<file path="src/rtl/cmp_share_arbiter.sv">
// Round-robin arbiter sharing one signed 32-bit comparator among NUM_REQ requesters.
// One registered compare stage; per-requester result registers hold responses until popped.

module comparator_32bit (
  input  logic [31:0] i_a,
  input  logic [31:0] i_b,
  output logic        o_eq,
  output logic        o_lt,
  output logic        o_gt
);
  assign o_eq = (i_a == i_b);
  assign o_lt = ($signed(i_a) < $signed(i_b));
  assign o_gt = !o_eq && !o_lt;
endmodule

module cmp_share_arbiter #(
  parameter int NUM_REQ = 2,
  parameter int RR_INIT = 0
) (
  input  logic                 clk,
  input  logic                 rst_n,
  input  logic [NUM_REQ-1:0]   req_valid,
  output logic [NUM_REQ-1:0]   req_ready,
  input  logic [NUM_REQ*32-1:0] req_a,
  input  logic [NUM_REQ*32-1:0] req_b,
  input  logic [NUM_REQ*3-1:0]  req_op,
  output logic [NUM_REQ-1:0]   rsp_valid,
  input  logic [NUM_REQ-1:0]   rsp_ready,
  output logic [NUM_REQ-1:0]   rsp_taken,
  output logic [NUM_REQ*3-1:0] rsp_flags
);
  localparam int IDW = (NUM_REQ > 1) ? $clog2(NUM_REQ) : 1;

  typedef enum logic {ST_IDLE = 1'b0, ST_CMP = 1'b1} state_t;

  state_t                    r_state;
  logic [IDW-1:0]            r_rr_ptr;
  logic [IDW-1:0]            r_id;
  logic [31:0]               r_a;
  logic [31:0]               r_b;
  logic [2:0]                r_op;
  logic [NUM_REQ-1:0]        r_rsp_valid;
  logic [NUM_REQ-1:0]        r_rsp_taken;
  logic [NUM_REQ-1:0][2:0]   r_rsp_flags;

  logic [31:0]        w_a_arr  [NUM_REQ];
  logic [31:0]        w_b_arr  [NUM_REQ];
  logic [2:0]         w_op_arr [NUM_REQ];
  logic [NUM_REQ-1:0] w_elig;
  logic [NUM_REQ-1:0] w_grant;
  logic [IDW-1:0]     w_grant_id;
  logic [IDW-1:0]     w_rr_next;
  logic               w_found;
  int                 w_idx;
  logic               w_uns;
  logic [31:0]        w_cmp_a;
  logic [31:0]        w_cmp_b;
  logic               w_eq;
  logic               w_lt;
  logic               w_gt;
  logic               w_taken;

  generate
    for (genvar gi = 0; gi < NUM_REQ; gi++) begin : g_unpack
      assign w_a_arr[gi]  = req_a[32*gi +: 32];
      assign w_b_arr[gi]  = req_b[32*gi +: 32];
      assign w_op_arr[gi] = req_op[3*gi +: 3];
    end
  endgenerate

  // A requester still holding an unpopped result cannot be granted again.
  assign w_elig = req_valid & ~r_rsp_valid;

  always_comb begin
    w_grant    = '0;
    w_grant_id = '0;
    w_found    = 1'b0;
    w_idx      = 0;
    if (r_state == ST_IDLE) begin
      for (int k = 0; k < NUM_REQ; k++) begin
        w_idx = (int'(r_rr_ptr) + k) % NUM_REQ;
        if (!w_found && w_elig[w_idx]) begin
          w_found        = 1'b1;
          w_grant[w_idx] = 1'b1;
          w_grant_id     = IDW'(w_idx);
        end
      end
    end
  end

  assign w_rr_next = (w_grant_id == IDW'(NUM_REQ - 1)) ? '0 : w_grant_id + 1'b1;
  assign req_ready = w_grant & {NUM_REQ{rst_n}};

  // Flipping the sign bits maps unsigned order onto the signed comparator.
  assign w_uns   = (r_op == 3'b110) || (r_op == 3'b111) || (r_op == 3'b011);
  assign w_cmp_a = {r_a[31] ^ w_uns, r_a[30:0]};
  assign w_cmp_b = {r_b[31] ^ w_uns, r_b[30:0]};

  comparator_32bit u_cmp (
    .i_a  (w_cmp_a),
    .i_b  (w_cmp_b),
    .o_eq (w_eq),
    .o_lt (w_lt),
    .o_gt (w_gt)
  );

  always_comb begin
    w_taken = w_lt;
    case (r_op)
      3'b000:         w_taken = w_eq;
      3'b001:         w_taken = !w_eq;
      3'b101, 3'b111: w_taken = !w_lt;
      default:        w_taken = w_lt;
    endcase
  end

  always_ff @(posedge clk or negedge rst_n) begin
    if (!rst_n) begin
      r_state     <= ST_IDLE;
      r_rr_ptr    <= IDW'(RR_INIT);
      r_id        <= '0;
      r_a         <= '0;
      r_b         <= '0;
      r_op        <= '0;
      r_rsp_valid <= '0;
      r_rsp_taken <= '0;
      r_rsp_flags <= '0;
    end else begin
      r_rsp_valid <= r_rsp_valid & ~rsp_ready;
      case (r_state)
        ST_IDLE: begin
          if (|w_grant) begin
            r_state  <= ST_CMP;
            r_a      <= w_a_arr[w_grant_id];
            r_b      <= w_b_arr[w_grant_id];
            r_op     <= w_op_arr[w_grant_id];
            r_id     <= w_grant_id;
            r_rr_ptr <= w_rr_next;
          end
        end
        ST_CMP: begin
          r_state              <= ST_IDLE;
          r_rsp_valid[r_id]    <= 1'b1;
          r_rsp_taken[r_id]    <= w_taken;
          r_rsp_flags[r_id]    <= {w_eq, w_lt, w_gt};
        end
      endcase
    end
  end

  assign rsp_valid = r_rsp_valid;
  assign rsp_taken = r_rsp_taken;
  assign rsp_flags = r_rsp_flags;

endmodule

</file>
<file path="config.mk">
export PLATFORM = sky130hd
export DESIGN_NAME = cmp_share_arbiter
export DESIGN_NICKNAME = d
export VERILOG_FILES = /design/src/rtl/cmp_share_arbiter.sv
export SDC_FILE = /design/constraint.sdc
export NUM_CORES = 1
export LEC_CHECK = 0
export ABC_AREA = 1
export BUFFER_PORTS_ARGS = -buffer_cell sky130_fd_sc_hd__buf_2
export CORE_UTILIZATION = 55
export DETAILED_ROUTE_END_ITERATION = 10
export GPL_TIMING_DRIVEN = 1
export HOLD_SLACK_MARGIN = 0.15
export PLACE_DENSITY_LB_ADDON = 0.3
export SLEW_MARGIN = 5
export SYNTH_ARGS = -nofsm -noshare
export SYNTH_HDL_FRONTEND = slang
export SYNTH_SLANG_ARGS = --single-unit
</file>
<file path="constraint.sdc">
create_clock -name clk -period 2.68 [get_ports clk]
set_input_delay 0.134 -clock clk [delete_from_list [all_inputs] [get_ports clk]]
set_output_delay 0.134 -clock clk [all_outputs]
set_load 0.05 [all_outputs]
</file>
==> key figures <==
Status
  • Status: complete, no violations

Detailed routing
  • Avg Vias per Cell: 5.32
  • DRC errors left: 0
  • Via count: 5,004
  • Final ANT Viol Nets: 0
  • Initial DRC count: 329
  • WL final: 15,200 um
  • WL per Instance: 16.1 um
  • Initial DRT Pass Iterations: 5

Clock tree
  • Clk sinks: 80
  • Clk Latency, worst-skew pair: 350 ps
  • Cts bufs inserted: 9
  • CTS H-tree depth: 3
  • TritonCTS clock tree: built
  • Max Buffers Root-to-Sink: 2
  • Root Driver: clkbuf_8
  • CTS clk-pin slew, worst paths: 90 ps
  • Post-CTS Setup Repair Bufs: 0

Flow run
  • Max cap viols: 0

Finish
  • Post-Layout Cell Count: 941
  • Diode count: 0
  • Final #Nets: 1,005
  • Finished layout cell area: 0.00684 mm2
  • Post-Route Utilization: 88.1%
  • Fillers: 398
  • Share of layout cells above drive strength 1: 21.2%
  • Area grow syn2layout: 54.7%

Pwr
  • Max IR drop VDD: 557 uV
  • Combinational power share: 60.0%
  • Flop pwr share: 28.4%
  • P_int: 4.36 mW
  • Clock power frac: 11.6%
  • P_sw: 3.23 mW
  • Switching Share: 42.5%
  • Leakage: 3.71 nW
  • P per Cell Area: 1110 mW/mm2

Logic synthesis
  • Syn Nets: 721
  • Post-synthesis mux area share: 0%
  • Mapped Avg Cell Area: 8.04 um2
  • Post-Synth XOR/XNOR Area: 0%
  • Post-Syn Area: 0.00442 mm2
  • Synth cell types: 23
  • YS warnings: 0
  • Synth area leader: dfrtp_1
  • Gate Count Post-Synth: 550
  • Seq/Total Area, Yosys: 45.2%
  • Primary FF master, synth: dfrtp_1
  • Count leader, synth: nand2_1
  • Compound-Gate Fraction of Synth Area: 15.1%
  • Synth top area cells: dfrtp_1 45%, nand2_1 14%, inv_1 10%, ha_1 8.8%, o221ai_1 6.7%
  • EDFF count, synth: 0
  • Asr flop ratio synth: 100%
  • Seq cells post-synth: 80
  • Main combinational cell family by area after synthesis: simple AND/OR/NAND/NOR gates
  • Post-Synth Adder-Cell Area: 8.77%
  • Yosys top cell area share: 45.2%
  • Post-Synth Simple-Gate Area: 18.4%
  • Post-synth top cells: 168 x nand2_1, 120 x inv_1, 80 x dfrtp_1

Floorplanning
  • Die extent in y: 91.7 um
  • Die area: 0.00841 mm2
  • Core ar.: 0.00777 mm2
  • I/O Pins: 152
  • Site Rows: 32
  • Starting Density: 57.0%
  • Width of the die: 91.7 um

Min path
  • Worst Hold Class: in -> async

Placed design
  • Gp weighted congestion: 0.775
  • Detailed-placement wirelength estimate: 7600 um
  • Number of port buffers: 151
  • Post-placement cell count: 787
  • Placed Area: 0.00527 mm2

Setup path
  • Startpoint Class: flop
  • Critical Path Fanout Max: 21
  • Worst path required time: 2910 ps
  • CP endpoint kind: flop
  • CP arrival: 2650 ps
  • WS Path Type: reg -> reg

STA
  • Least-Margin Pin Slew: 770 ps
  • Final Hold Fails: 0
  • Clock Skews: 12.1 ps
  • Slew Viols, Final: 0
  • Final TNS setup: 0 ps
  • Relative slew slack: 48.7%
  • Crit path time final: 2420 ps
  • Final worst-path cycle share: 90.4%
  • RSZ-0062 raised after global routing: false
  • Final setup vio count: 0
  • Fmax: 413 MHz

Global routing
  • Initial antenna violation count: 0
  • GRT Total Usage: 37.7%
  • Vias in the first global route: 5,438
  • Global-route wire length before repair: 24,500 um
  • Total grt overflow: 0
  • Pin count of the biggest net entering global routing: 70
[area by class of cell]
cell class / instances / area [um2] / share of cell area, %
clock inverter: 5 / 57.6 / 0.841
multi-input combinational: 327 / 1880 / 27.4
timing repair buffer: 293 / 2180 / 31.9
clock buffer: 11 / 131 / 1.92
tap: 102 / 128 / 1.87
inverter: 123 / 464 / 6.78
sequential: 80 / 2000 / 29.3
[placed cells by master, fill, tap and decap left out]
cell type | Yosys | layout
nor2_1 | 23 | 23
o21ai_2 | 2 | 1
clkinvlp_4 | 0 | 3
nand3_2 | 2 | 2
dfrtp_1 | 80 | 80
a21oi_1 | 12 | 12
o21ai_4 | 0 | 1
nand4_1 | 2 | 2
inv_4 | 0 | 1
ha_1 | 31 | 31
buf_2 | 9 | 150
o21ai_1 | 2 | 2
nand2_1 | 168 | 168
inv_2 | 2 | 1
buf_12 | 0 | 1
buf_4 | 1 | 4
nand2_2 | 2 | 2
or2_1 | 1 | 1
dlygate4sd3_1 | 0 | 138
bufinv_16 | 0 | 1
o211ai_1 | 33 | 33
clkbuf_1 | 10 | 2
nor2_2 | 1 | 1
o21ai_0 | 4 | 4
inv_1 | 120 | 120
clkbuf_8 | 0 | 9
clkinv_2 | 0 | 1
nand3_1 | 8 | 8
a21o_1 | 2 | 2
o221ai_1 | 34 | 34
clkinv_1 | 1 | 1
[metrics by stage]
| stage | setup slack (ps) | hold WS, ps | total power, mW |
|---|---|---|---|
| floorplan | 604 | -162 | 4.49 |
| global placement | 783 | 114 | 5.15 |
| detailed placement | 769 | 118 | 5.33 |
| CTS | 212 | 238 | 7.31 |
| global route | 177 | 302 | 8.11 |
| finish | 258 | 253 | 7.60 |
[flip-flops by register name, summed over array words and instances, names as in the netlist]
register   flops
r_op           3
rsp_valid      2
rsp_taken      2
r_rr_ptr       1
r_a           32
r_state        1
r_id           1
rsp_flags      6
r_b           32
[worst paths after layout]
check                             startpoint            to  slack [ps]  cells after the start
worst max-delay path            rsp_valid[1]        r_b[6]         260                      8
worst min-delay path                   rst_n        r_b[8]         250                      2
worst max register to register  rsp_valid[1]        r_b[6]         260                      8
worst min register to register  rsp_flags[0]  rsp_flags[0]         480                      2
max in group asynchronous              rst_n  rsp_flags[3]        1440                      3
min in group clk                req_valid[1]          r_id         270                      5
[repair_timing]
| item | CTS | global route |
|---|---|---|
| hold buffers | 138 | 0 |
| endpoints found under the setup margin | 0 | 4 |
| resized for setup | 0 | 2 |
| endpoints found under the hold margin | 104 | 0 |
[power groups by stage]
stage	clock [mW]	combinational (mW)	sequential [mW]
after floorplan	0	2.18	2.31
after global placement	0	3.03	2.12
after detailed placement	0	3.19	2.14
after CTS	0.888	4.30	2.12
after global routing	0.929	4.98	2.20
final	0.882	4.56	2.15
[logic make-up after synthesis]
kind of cell,count (synthesis)
DFF,80
adders and majority gates,31
and+or+nand+nor,207
AOI/OAI and AO/OA,89
buffers and inverters,143
[worst max-delay path, cell delays in order (launching register included)]
cell and delay, ps:
dfrtp_1 390, inv_1 80, nand2_1 110, nor2_1 140
o21ai_2 100, nand2_2 310, buf_4 370, o221ai_1 170
dlygate4sd3_1 610
[metal layers]
metal | global-route usage (%) | share of wire [%] | up-vias
li1 | - | - | 2322
met1 | 40.3 | 36 | 2356
met2 | 70.4 | 54 | 258
met3 | 5.47 | 5.3 | 68
met4 | 22.1 | 4.8 | 0
met5 | 0 | 0 | -
Power figures use the tool's default switching activity.
